<file path="config.mk">
export PLATFORM = sky130hd
export DESIGN_NAME = mc_ctrl_fsm_flat
export DESIGN_NICKNAME = d
export VERILOG_FILES = /design/src/rtl/mc_ctrl_pkg.sv /design/src/rtl/mc_ctrl_fsm_if.sv /design/src/rtl/mc_alu_decoder.sv /design/src/rtl/mc_ctrl_fsm.sv /design/src/flat_wrapper.sv
export SDC_FILE = /design/constraint.sdc
export NUM_CORES = 1
export LEC_CHECK = 0
export BUFFER_PORTS_ARGS = -buffer_cell sky130_fd_sc_hd__buf_4
export CELL_PAD_IN_SITES_DETAIL_PLACEMENT = 0
export CELL_PAD_IN_SITES_GLOBAL_PLACEMENT = 1
export CORE_MARGIN = 3
export CORE_UTILIZATION = 36
export CTS_BUF_LIST = sky130_fd_sc_hd__clkbuf_8
export DETAILED_ROUTE_END_ITERATION = 6
export GPL_ROUTABILITY_DRIVEN = 1
export PLACE_DENSITY_LB_ADDON = 0.1
export SYNTH_ARGS = -nofsm -noshare
export SYNTH_HDL_FRONTEND = slang
export SYNTH_SLANG_ARGS = --single-unit
</file>
<file path="constraint.sdc">
create_clock -name clk -period 2.8 [get_ports clk]
set_input_delay 0.56 -clock clk [delete_from_list [all_inputs] [get_ports clk]]
set_output_delay 0.56 -clock clk [all_outputs]
set_load 0.05 [all_outputs]
</file>
<file path="src/rtl/mc_ctrl_pkg.sv">
// ---------------------------------------------------------------------------
// mc_ctrl_pkg
// Shared definitions for the multicycle MIPS control unit:
//   - stateT     : FSM state encoding with fixed 4-bit codes
//   - OP_*       : instruction opcodes (InstrReg[31:26])
//   - FUNCT_*    : R-type function codes (InstrReg[5:0])
//   - ALU_*      : ALUControl operation codes
//   - isWaitState: states that sit on the memory handshake
// ---------------------------------------------------------------------------
package mc_ctrl_pkg;

  typedef enum logic [3:0] {
    S_FETCH  = 4'd0,
    S_DECODE = 4'd1,
    S_MEMADR = 4'd2,
    S_MEMRD  = 4'd3,
    S_MEMWB  = 4'd4,
    S_MEMWR  = 4'd5,
    S_EXEC   = 4'd6,
    S_ALUWB  = 4'd7,
    S_BRANCH = 4'd8,
    S_ADDIEX = 4'd9,
    S_ADDIWB = 4'd10,
    S_JUMP   = 4'd11,
    S_HALT   = 4'd15
  } stateT;

  localparam logic [5:0] OP_RTYPE = 6'b000000;
  localparam logic [5:0] OP_LW    = 6'b100011;
  localparam logic [5:0] OP_SW    = 6'b101011;
  localparam logic [5:0] OP_BEQ   = 6'b000100;
  localparam logic [5:0] OP_BNE   = 6'b000101;
  localparam logic [5:0] OP_ADDI  = 6'b001000;
  localparam logic [5:0] OP_J     = 6'b000010;

  localparam logic [5:0] FUNCT_ADD = 6'b100000;
  localparam logic [5:0] FUNCT_SUB = 6'b100010;
  localparam logic [5:0] FUNCT_AND = 6'b100100;
  localparam logic [5:0] FUNCT_OR  = 6'b100101;
  localparam logic [5:0] FUNCT_SLT = 6'b101010;

  localparam logic [2:0] ALU_AND = 3'b000;
  localparam logic [2:0] ALU_OR  = 3'b001;
  localparam logic [2:0] ALU_ADD = 3'b010;
  localparam logic [2:0] ALU_SUB = 3'b110;
  localparam logic [2:0] ALU_SLT = 3'b111;

  // The watchdog only watches states that wait on the memory handshake.
  function automatic logic isWaitState(input stateT s);
    return (s == S_FETCH) || (s == S_MEMRD) || (s == S_MEMWR);
  endfunction

endpackage

</file>
<file path="src/rtl/mc_ctrl_fsm_if.sv">
// ---------------------------------------------------------------------------
// mc_ctrl_fsm_if
// Bundle between the control unit and the datapath/memory.
//   master : the control unit (takes op/funct/zero/mem_ready, drives selects)
//   slave  : the datapath side (drives op/funct/zero/mem_ready, takes selects)
// Parameters STATE_W and ALUCTL_W size the debug state and ALUControl fields.
// ---------------------------------------------------------------------------
interface mc_ctrl_fsm_if #(
  parameter int STATE_W  = 4,
  parameter int ALUCTL_W = 3
);

  logic [5:0]          op;
  logic [5:0]          funct;
  logic                zero;
  logic                mem_ready;
  logic                mem_req;
  logic                IRWrite;
  logic                RegDst;
  logic                MemtoReg;
  logic                RegWrite;
  logic                ALUSrcA;
  logic                MemWrite;
  logic                PCEn;
  logic [1:0]          ALUSrcB;
  logic [1:0]          PCSrc;
  logic [ALUCTL_W-1:0] ALUControl;
  logic [STATE_W-1:0]  p_state;
  logic                illegal;
  logic                timeout;

  modport master (
    input  op, funct, zero, mem_ready,
    output mem_req, IRWrite, RegDst, MemtoReg, RegWrite, ALUSrcA, MemWrite,
           PCEn, ALUSrcB, PCSrc, ALUControl, p_state, illegal, timeout
  );

  modport slave (
    output op, funct, zero, mem_ready,
    input  mem_req, IRWrite, RegDst, MemtoReg, RegWrite, ALUSrcA, MemWrite,
           PCEn, ALUSrcB, PCSrc, ALUControl, p_state, illegal, timeout
  );

endinterface

</file>
<file path="src/rtl/mc_alu_decoder.sv">
// ---------------------------------------------------------------------------
// mc_alu_decoder
// Combinational R-type decoder.
//   i_funct        : InstrReg[5:0]
//   o_aluControl   : ALU operation for the decoded funct (000 when unknown)
//   o_functIllegal : funct is not one of add/sub/and/or/slt
// ---------------------------------------------------------------------------
module mc_alu_decoder
  import mc_ctrl_pkg::*;
(
  input  logic [5:0] i_funct,
  output logic [2:0] o_aluControl,
  output logic       o_functIllegal
);

  // Map each supported funct onto its ALU code; anything else is flagged so
  // the FSM can halt instead of executing garbage.
  always_comb begin
    o_aluControl   = 3'b000;
    o_functIllegal = 1'b0;
    case (i_funct)
      FUNCT_ADD: o_aluControl = ALU_ADD;
      FUNCT_SUB: o_aluControl = ALU_SUB;
      FUNCT_AND: o_aluControl = ALU_AND;
      FUNCT_OR:  o_aluControl = ALU_OR;
      FUNCT_SLT: o_aluControl = ALU_SLT;
      default:   o_functIllegal = 1'b1;
    endcase
  end

endmodule

</file>
<file path="src/rtl/mc_ctrl_fsm.sv">
// ---------------------------------------------------------------------------
// mc_ctrl_fsm
// Multicycle MIPS control unit with memory handshake, stall watchdog and
// sticky illegal-instruction halt.
//   clk   : rising-edge clock
//   reset : synchronous active-high reset
//   bus   : mc_ctrl_fsm_if.master (op, funct, zero, mem_ready in; datapath
//           selects, mem_req, p_state, illegal, timeout out)
// Parameters: STATE_W (>=4), MEM_HANDSHAKE (1 waits on mem_ready),
// TIMEOUT_CYCLES (0 disables watchdog), ALUCTL_W (3 only).
// ---------------------------------------------------------------------------
module mc_ctrl_fsm
  import mc_ctrl_pkg::*;
#(
  parameter int STATE_W        = 4,
  parameter int MEM_HANDSHAKE  = 1,
  parameter int TIMEOUT_CYCLES = 16,
  parameter int ALUCTL_W       = 3
) (
  input  logic          clk,
  input  logic          reset,
  mc_ctrl_fsm_if.master bus
);

  localparam int WAIT_W = (TIMEOUT_CYCLES > 1) ? $clog2(TIMEOUT_CYCLES) : 1;
  localparam logic [WAIT_W-1:0] WAIT_LAST =
    (TIMEOUT_CYCLES > 0) ? WAIT_W'(TIMEOUT_CYCLES - 1) : '0;

  stateT             r_state;
  logic [WAIT_W-1:0] r_waitCnt;
  logic              r_illegal;
  logic              r_timeout;

  logic       w_rdy;
  logic       w_stallExpired;
  logic [2:0] w_functAluCtl;
  logic       w_functIllegal;

  logic       w_memReq, w_irWrite, w_regDst, w_memtoReg, w_regWrite;
  logic       w_aluSrcA, w_memWrite, w_pcWrite, w_branch, w_branchNe;
  logic       w_pcEn;
  logic [1:0] w_aluSrcB, w_pcSrc;
  logic [2:0] w_aluCtl;

  assign w_rdy = (MEM_HANDSHAKE != 0) ? bus.mem_ready : 1'b1;

  // A stall of exactly TIMEOUT_CYCLES cycles trips the watchdog; a ready in
  // that same last cycle still lets the access complete.
  assign w_stallExpired = (TIMEOUT_CYCLES != 0) && isWaitState(r_state) &&
                          !w_rdy && (r_waitCnt == WAIT_LAST);

  mc_alu_decoder u_aluDecoder (
    .i_funct        (bus.funct),
    .o_aluControl   (w_functAluCtl),
    .o_functIllegal (w_functIllegal)
  );

  // State register, watchdog counter and sticky error flags. The counter only
  // runs while a wait state is stalled; every transition (including entry to
  // a wait state) and every ready cycle leaves it at zero.
  always_ff @(posedge clk) begin
    if (reset) begin
      r_state   <= S_FETCH;
      r_waitCnt <= '0;
      r_illegal <= 1'b0;
      r_timeout <= 1'b0;
    end else begin
      if (isWaitState(r_state) && !w_rdy && !w_stallExpired)
        r_waitCnt <= r_waitCnt + WAIT_W'(1);
      else
        r_waitCnt <= '0;

      case (r_state)
        S_FETCH: begin
          if (w_stallExpired) begin
            r_state   <= S_HALT;
            r_timeout <= 1'b1;
          end else if (w_rdy) begin
            r_state <= S_DECODE;
          end
        end
        S_DECODE: begin
          case (bus.op)
            OP_LW, OP_SW:   r_state <= S_MEMADR;
            OP_RTYPE:       r_state <= S_EXEC;
            OP_BEQ, OP_BNE: r_state <= S_BRANCH;
            OP_ADDI:        r_state <= S_ADDIEX;
            OP_J:           r_state <= S_JUMP;
            default: begin
              r_state   <= S_HALT;
              r_illegal <= 1'b1;
            end
          endcase
        end
        S_MEMADR: r_state <= (bus.op == OP_LW) ? S_MEMRD : S_MEMWR;
        S_MEMRD: begin
          if (w_stallExpired) begin
            r_state   <= S_HALT;
            r_timeout <= 1'b1;
          end else if (w_rdy) begin
            r_state <= S_MEMWB;
          end
        end
        S_MEMWB: r_state <= S_FETCH;
        S_MEMWR: begin
          if (w_stallExpired) begin
            r_state   <= S_HALT;
            r_timeout <= 1'b1;
          end else if (w_rdy) begin
            r_state <= S_FETCH;
          end
        end
        S_EXEC: begin
          if (w_functIllegal) begin
            r_state   <= S_HALT;
            r_illegal <= 1'b1;
          end else begin
            r_state <= S_ALUWB;
          end
        end
        S_ALUWB:  r_state <= S_FETCH;
        S_BRANCH: r_state <= S_FETCH;
        S_ADDIEX: r_state <= S_ADDIWB;
        S_ADDIWB: r_state <= S_FETCH;
        S_JUMP:   r_state <= S_FETCH;
        S_HALT:   r_state <= S_HALT;
        default:  r_state <= S_HALT;
      endcase
    end
  end

  // Moore decode of the datapath selects from the current state. Only the
  // write strobes look at mem_ready, so a stalled access never commits.
  always_comb begin
    w_memReq   = 1'b0;
    w_irWrite  = 1'b0;
    w_regDst   = 1'b0;
    w_memtoReg = 1'b0;
    w_regWrite = 1'b0;
    w_aluSrcA  = 1'b0;
    w_memWrite = 1'b0;
    w_pcWrite  = 1'b0;
    w_branch   = 1'b0;
    w_branchNe = 1'b0;
    w_aluSrcB  = 2'b00;
    w_pcSrc    = 2'b00;
    w_aluCtl   = 3'b000;
    case (r_state)
      S_FETCH: begin
        w_memReq  = 1'b1;
        w_aluSrcB = 2'b01;
        w_aluCtl  = ALU_ADD;
        w_irWrite = w_rdy;
        w_pcWrite = w_rdy;
      end
      S_DECODE: begin
        w_aluSrcB = 2'b11;
        w_aluCtl  = ALU_ADD;
      end
      S_MEMADR, S_ADDIEX: begin
        w_aluSrcA = 1'b1;
        w_aluSrcB = 2'b10;
        w_aluCtl  = ALU_ADD;
      end
      S_MEMRD: w_memReq = 1'b1;
      S_MEMWB: begin
        w_memtoReg = 1'b1;
        w_regWrite = 1'b1;
      end
      S_MEMWR: begin
        w_memReq   = 1'b1;
        w_memWrite = w_rdy;
      end
      S_EXEC: begin
        w_aluSrcA = 1'b1;
        w_aluCtl  = w_functAluCtl;
      end
      S_ALUWB: begin
        w_regDst   = 1'b1;
        w_regWrite = 1'b1;
      end
      S_BRANCH: begin
        w_aluSrcA  = 1'b1;
        w_aluCtl   = ALU_SUB;
        w_pcSrc    = 2'b01;
        w_branch   = (bus.op == OP_BEQ);
        w_branchNe = (bus.op == OP_BNE);
      end
      S_ADDIWB: w_regWrite = 1'b1;
      S_JUMP: begin
        w_pcSrc   = 2'b10;
        w_pcWrite = 1'b1;
      end
      default: ;
    endcase
  end

  assign w_pcEn = w_pcWrite | (w_branch & bus.zero) | (w_branchNe & ~bus.zero);

  // Write enables are masked during reset so an interrupted instruction
  // cannot leave a partial register, memory or PC update behind.
  assign bus.IRWrite    = w_irWrite  & ~reset;
  assign bus.PCEn       = w_pcEn     & ~reset;
  assign bus.RegWrite   = w_regWrite & ~reset;
  assign bus.MemWrite   = w_memWrite & ~reset;
  assign bus.mem_req    = w_memReq;
  assign bus.RegDst     = w_regDst;
  assign bus.MemtoReg   = w_memtoReg;
  assign bus.ALUSrcA    = w_aluSrcA;
  assign bus.ALUSrcB    = w_aluSrcB;
  assign bus.PCSrc      = w_pcSrc;
  assign bus.ALUControl = ALUCTL_W'(w_aluCtl);
  assign bus.p_state    = STATE_W'(r_state);
  assign bus.illegal    = r_illegal;
  assign bus.timeout    = r_timeout;

endmodule
</file>
<file path="src/flat_wrapper.sv">
// flat-port wrapper written by rule: the top's interface ports become plain ports
module mc_ctrl_fsm_flat import mc_ctrl_pkg::*;
#(
  parameter int STATE_W        = 4,
  parameter int MEM_HANDSHAKE  = 1,
  parameter int TIMEOUT_CYCLES = 16,
  parameter int ALUCTL_W       = 3
)
  (clk, reset, bus_op, bus_funct, bus_zero, bus_mem_ready, bus_mem_req, bus_IRWrite, bus_RegDst, bus_MemtoReg, bus_RegWrite, bus_ALUSrcA, bus_MemWrite, bus_PCEn, bus_ALUSrcB, bus_PCSrc, bus_ALUControl, bus_p_state, bus_illegal, bus_timeout);
  mc_ctrl_fsm_if #(.STATE_W(STATE_W), .ALUCTL_W(ALUCTL_W)) bus_i ();
  input  logic clk;
  input  logic reset;
  input wire logic [$bits(bus_i.op)-1:0] bus_op;
  input wire logic [$bits(bus_i.funct)-1:0] bus_funct;
  input wire logic [$bits(bus_i.zero)-1:0] bus_zero;
  input wire logic [$bits(bus_i.mem_ready)-1:0] bus_mem_ready;
  output wire logic [$bits(bus_i.mem_req)-1:0] bus_mem_req;
  output wire logic [$bits(bus_i.IRWrite)-1:0] bus_IRWrite;
  output wire logic [$bits(bus_i.RegDst)-1:0] bus_RegDst;
  output wire logic [$bits(bus_i.MemtoReg)-1:0] bus_MemtoReg;
  output wire logic [$bits(bus_i.RegWrite)-1:0] bus_RegWrite;
  output wire logic [$bits(bus_i.ALUSrcA)-1:0] bus_ALUSrcA;
  output wire logic [$bits(bus_i.MemWrite)-1:0] bus_MemWrite;
  output wire logic [$bits(bus_i.PCEn)-1:0] bus_PCEn;
  output wire logic [$bits(bus_i.ALUSrcB)-1:0] bus_ALUSrcB;
  output wire logic [$bits(bus_i.PCSrc)-1:0] bus_PCSrc;
  output wire logic [$bits(bus_i.ALUControl)-1:0] bus_ALUControl;
  output wire logic [$bits(bus_i.p_state)-1:0] bus_p_state;
  output wire logic [$bits(bus_i.illegal)-1:0] bus_illegal;
  output wire logic [$bits(bus_i.timeout)-1:0] bus_timeout;
  assign bus_i.op = bus_op;
  assign bus_i.funct = bus_funct;
  assign bus_i.zero = bus_zero;
  assign bus_i.mem_ready = bus_mem_ready;
  assign bus_mem_req = bus_i.mem_req;
  assign bus_IRWrite = bus_i.IRWrite;
  assign bus_RegDst = bus_i.RegDst;
  assign bus_MemtoReg = bus_i.MemtoReg;
  assign bus_RegWrite = bus_i.RegWrite;
  assign bus_ALUSrcA = bus_i.ALUSrcA;
  assign bus_MemWrite = bus_i.MemWrite;
  assign bus_PCEn = bus_i.PCEn;
  assign bus_ALUSrcB = bus_i.ALUSrcB;
  assign bus_PCSrc = bus_i.PCSrc;
  assign bus_ALUControl = bus_i.ALUControl;
  assign bus_p_state = bus_i.p_state;
  assign bus_illegal = bus_i.illegal;
  assign bus_timeout = bus_i.timeout;
  mc_ctrl_fsm #(.STATE_W(STATE_W), .MEM_HANDSHAKE(MEM_HANDSHAKE), .TIMEOUT_CYCLES(TIMEOUT_CYCLES), .ALUCTL_W(ALUCTL_W)) u_core (.clk(clk), .reset(reset), .bus(bus_i));
endmodule
</file>
After elaboration in Yosys (flattened, before gate mapping):

Cells that the tools add are included.
W data, S select, Z words.

* bits in registers: 10
* input port bits: 16
* output and inout port bits: 21

* add/sub/neg operators: 1
* equality and inequality tests: 28
* multiplexer cells: 27
* bitwise operators: 11
* reduce and logical (&&, ||, !) cells: 24

Operator list (number)
* $eq A6 B6 Y1 const B: 7
* $pmux W4 S8: 1
* $mux W4: 7
* $eq A4 B4 Y1 const B: 5
* $pmux W4 S5: 1
* $eq A4 B3 Y1 const B: 4
* $eq A6 B3 Y1 const B: 2
* $pmux W3 S4: 1
* $mux W1: 11
* $reduce_or A5 Y1: 2
* $ne A3 B2 Y1 const B: 3
* $pmux W3 S3: 1
* $eq A4 B2 Y1 const B: 2
* $reduce_or A2 Y1: 4
* $reduce_or A4 Y1: 2
* $reduce_or A7 Y1: 1
* $and A1 B1 Y1: 6
* $eq A6 B2 Y1 const B: 1
* $eq A6 B4 Y1 const B: 1
* $logic_not A6 Y1: 1
* $pmux W2 S3: 1
* $reduce_and A3 Y1: 2
* $reduce_or A3 Y1: 2
* $add A4 B1 Y4 const B: 1
* other kinds (13): 22

Depth between registers and ports, before layout:

* depth in word-level cells: 9
* depth in mapped cells: 6
* depth with buffers taken out: 5

Hierarchy:

From an unflattened synthesis, not the netlist that was laid out.

* cells, all modules: 132
* area total of the unflattened synthesis: 957.2 sq um

By module, submodules not included
* mc_ctrl_fsm: times used 1, cells an instance 123, area an instance 884.6 sq um, sequential area each 200.2 sq um
* mc_alu_decoder: times used 1, cells an instance 9, area an instance 72.6 sq um, sequential area each 0.0 sq um

Worst setup path before layout:

Ideal clock, no wire load.

* path type: register -> output
* start: register u_core.r_state[3], in the netlist u_core.bus.p_state[3]
* end: output port bus_ALUControl[2]
* data arrival time: 3.330 ns
* required time: 2.240 ns
* slack: -1.090 ns
* stages on the path, launching flop included: 5
* buffers on the path: 1
* path through: dfxtp_1 clkbuf_1 clkinv_1 nor4_1 o21bai_1

* word-level cells in the longest chain between the ends: 3
* elaborated cells on any way between the ends: 8
* classes of those cells: eq/ne: 5; mux: 1; reduce/logical: 2

RTL lines
* start: declaration: line mc_ctrl_fsm.sv:29 `stateT r_state;`
* start signal: assignment: line mc_ctrl_fsm.sv:95 `S_MEMADR: r_state <= (bus.op == OP_LW) ? S_MEMRD : S_MEMWR;`
* $eq A4 B2 Y1 (tied with other cells): line mc_ctrl_fsm.sv:148 `case (r_state)`
* $reduce_or A4 Y1 (no source line)
* $pmux W3 S3 *: line mc_ctrl_fsm.sv:148
* end: declaration: line flat_wrapper.sv:27 `output wire logic [$bits(bus_i.ALUControl)-1:0] bus_ALUControl;`

Mark *: on every way between the ends. The rest lies on a longest branch, timed or not.

Worst setup path after layout:

* start: input port bus_funct[4]
* end: output port bus_ALUControl[1]

* word-level cells in the longest chain between the ends: 3
* elaborated cells on any way between the ends: 6
* classes of those cells: eq/ne: 4; mux: 2

RTL lines
* start: declaration: line flat_wrapper.sv:14 `input wire logic [$bits(bus_i.funct)-1:0] bus_funct;`
* $eq A6 B6 Y1: line mc_alu_decoder.sv:21 `case (i_funct)`
* $pmux W3 S4 *: line mc_alu_decoder.sv:21
* $pmux W3 S3 *: line mc_ctrl_fsm.sv:148

Marked as above.

==> summary.txt <==
CTS
  – Clk Latency, worst-skew pair: 0.23 ns
  – PostCTS Resize Cnt: 0
  – Clk sinks: 10
  – CTS tree: done
  – Clk buf depth: 2
  – Num CTS Buffers: 3
  – Root buf cell: clkbuf_8
  – Postcts setup bufs: 0
  – H-tree level count: 1
  – Clock transition at path regs: 0.04 ns
  – Post-CTS Hold Fix Bufs: 0

Power
  – Internal: 567.8 uW
  – Power share of the clock group: about 11%
  – Pleak: a little over 0.5 nW
  – Switching power: between 600 and 700 uW
  – Combinational power share: between 70 and 80%
  – Net Sw Frac: 55.09%
  – Power per Cell Area: between 1000 and 1500 nW/um^2
  – Sequential Power Share: between 10% and 20%
  – VDD IR max: 656.9 uV

STA
  – Max Clk Rate: roughly 380 MHz
  – Max Clock Skew: 0.002021 ns
  – Worst Slack Setup Final: 0.1377 ns
  – Slew headroom: about 50%
  – Slew @ Worst Pin: between 0.7 and 0.8 ns
  – Hold Slack: around 0.46 ns
  – Fin crit share: 95.08%
  – Final Setup Violations: 0
  – Slew Limit Fails: 0
  – Final min period: approximately 2.7 ns
  – Final hold viol count: 0
  – Unrepaired setup endpoints after global routing: no

Cells and area
  – Area Growth Syn to Fin: 41.97%
  – Fill count: about 240
  – Share of cells above drive strength 1: a little under a third
  – Multi-input logic area: about 670 um^2
  – Nets: roughly 180
  – Post-layout util: a little under three fifths
  – ANT cells: 0
  – Seq. cell area: around 200 um^2

Synthesis
  – Post-synthesis area per instance: 7.050 um^2
  – Sequential element share of the synthesized area: roughly 23%
  – Syn nets: between 100 and 150
  – Mapped Cells: 126
  – Yosys Warn Count: 0
  – EDFF count, synth: 0
  – Post-synthesis register bit count: 10
  – Ys flop type: dfxtp_1
  – Synth area leader: dfxtp_1
  – Top cells by area, synth: dfxtp_1, nor3_1, nor2_1
  – Synth top area share: a little under a quarter
  – Cell Area, Synth: 888.4 um^2
  – Share of flip-flops with an asynchronous set or reset: 0%
  – Yosys cell types: 42

Run
  – Max-cap viol count: 0

Routing
  – Drt wl/cell: 13.66 um
  – Final WL: between 2000 and 3000 um
  – Routed Antenna Nets: 0
  – Vias per cell: between 5 and 6
  – DR DRC count: 0
  – TritonRoute pass-1 iters: 4
  – DR vias: around 1.1k
  – 1st-iter DRT viols: 22

Placement
  – DP Wirelength: roughly 2000 um
  – Number of I/O port buffers: 36
  – DP Worst Slack: about 0.14 ns
  – RD Place Congestion: between 0.8 and 0.9

Global route
  – First-pass GRT wire length: approximately 4300 um
  – Initial antenna violation count: 0
  – GRT Overall Usage: 16.69%
  – Global route overflow: 0
  – Vias in the first global route: approximately 1000
  – Largest net degree at the start of global routing: 20

Floorplan
  – Die width: between 50 and 60 um
  – Die height: 55.68 um
  – Num ports: 37
  – Die Area: 3100 um^2
  – Num rows: 17
  – Core box area: 2276 um^2
  – Initial core utilization: 39.03%

Setup path
  – Crit path kind: in2out
  – Worst EP required: ~2.2 ns
  – Register-to-register setup slack: between 0.8 and 0.9 ns
  – R2R depth: 6
  – Worst r2r src: u_core.bus.p_state[0]
  – CP Max Fanout: 3
  – CP Capture Type: output port
  – Critical Path Source Type: primary input
  – Crit. Startpoint: bus_funct[4]
  – Crit path DAT: 2.10 ns

Worst hold path
  – Hold path depth: 2
  – Hold Path Origin: u_core.bus.illegal
  – Hold Path Class: reg2reg

Run status
  – Status: complete, no violations
[synth_stat cells (2+ instances only)]
cell,instances
nand2b_1,5
nor2_1,14
inv_1,4
o21ai_0,8
or4_1,3
dfxtp_1,10
nor3_1,12
clkbuf_1,5
a21oi_1,6
nor2b_1,6
a221oi_1,2
nand2_1,9
xor2_1,3
nand3_1,3
and3_1,2
a31oi_1,4
a311oi_1,3
nor3b_1,2
o31ai_1,2
[sequential cells by signal (all words and copies together), names as in the netlist]
signal and cells:
u_core.r_waitCnt 4, u_core.bus.illegal 1, u_core.bus.timeout 1, u_core.bus.p_state 4
[logic make-up (layout without fill, tap and decap cells)]
kind of cell / count (synthesis) / count (layout) / synth area share [%]
muxes: 1 / 1 / 1.268
adders and majority gates: 1 / 1 / 1.408
and+or+nand+nor: 65 / 65 / 40.56
xor gates and xnor gates: 4 / 4 / 3.944
DFF: 10 / 10 / 22.53
buffers and inverters: 12 / 48 / 5.210
AOI/OAI and AO/OA: 33 / 33 / 25.07
[metrics by stage]
| step | cells | TNS (ns) | power [mW] | area [um^2] |
|---|---|---|---|---|
| floorplan | 126 | -0.1507 | 0.8699 | 912.1 |
| global placement | 187 | 0 | 1.119 | 1220 |
| detailed placement | 187 | 0 | 1.123 | 1220 |
| CTS | 190 | 0 | 1.271 | 1261 |
| global route | 190 | 0 | 1.348 | 1261 |
| finish | 190 | 0 | 1.264 | 1261 |
[placed cells by master (no fill, tap or decap), types with 2 or more instances in the layout]
cell,Yosys,final
a21oi_1,6,6
nand2b_1,5,5
buf_4,0,40
nand2_1,9,9
or4_1,3,3
clkbuf_8,0,3
nor3_1,12,11
and3_1,2,2
o31ai_1,2,2
dfxtp_1,10,10
xor2_1,3,3
nor2b_1,6,6
a31oi_1,4,4
a221oi_1,2,2
nand3_1,3,3
a311oi_1,3,3
nor2_1,14,14
inv_1,4,4
nor3b_1,2,2
o21ai_0,8,7
[final cells by class]
cell class | instances | share of cell area, %
multi-input cells | 104 | 52.78
flip-flops and latches | 10 | 15.87
inverters | 5 | 1.488
clock buffers | 3 | 3.274
well taps | 28 | 2.778
repair buffers | 40 | 23.81
[worst max-delay path, stage by stage]
cell      delay [ns]
buf_4           0.10
nand2b_1        0.14
or4_1           0.52
or4_1           0.51
o21ai_2         0.07
buf_4           0.20
[layer usage]
| metal | global-route usage, % | part of all wire [%] | vias to the layer above |
|---|---|---|---|
| met1 | 22.01 | 48 | 485 |
| met4 | 7.292 | 1.1 | 0 |
| met3 | 2.088 | 4.0 | 4 |
| met5 | 0 | 0 | - |
| met2 | 27.03 | 47 | 23 |
| li1 | - | - | 544 |
[worst paths after layout]
| check | end |
|---|---|
| worst min register to register | u_core.bus.illegal |
| worst min-delay path | u_core.bus.illegal |
| worst max register to register | u_core.bus.p_state[2] |
| worst max-delay path | bus_ALUControl[1] |
[power groups by stage]
stage	sequential, mW	clock, mW	combinational, mW
finish	0.193	0.140	0.931
global route	0.198	0.156	0.995
CTS	0.194	0.146	0.931
detailed placement	0.196	0	0.927
global placement	0.193	0	0.926
floorplan	0.290	0	0.580
Power figures use the tool's default switching activity.
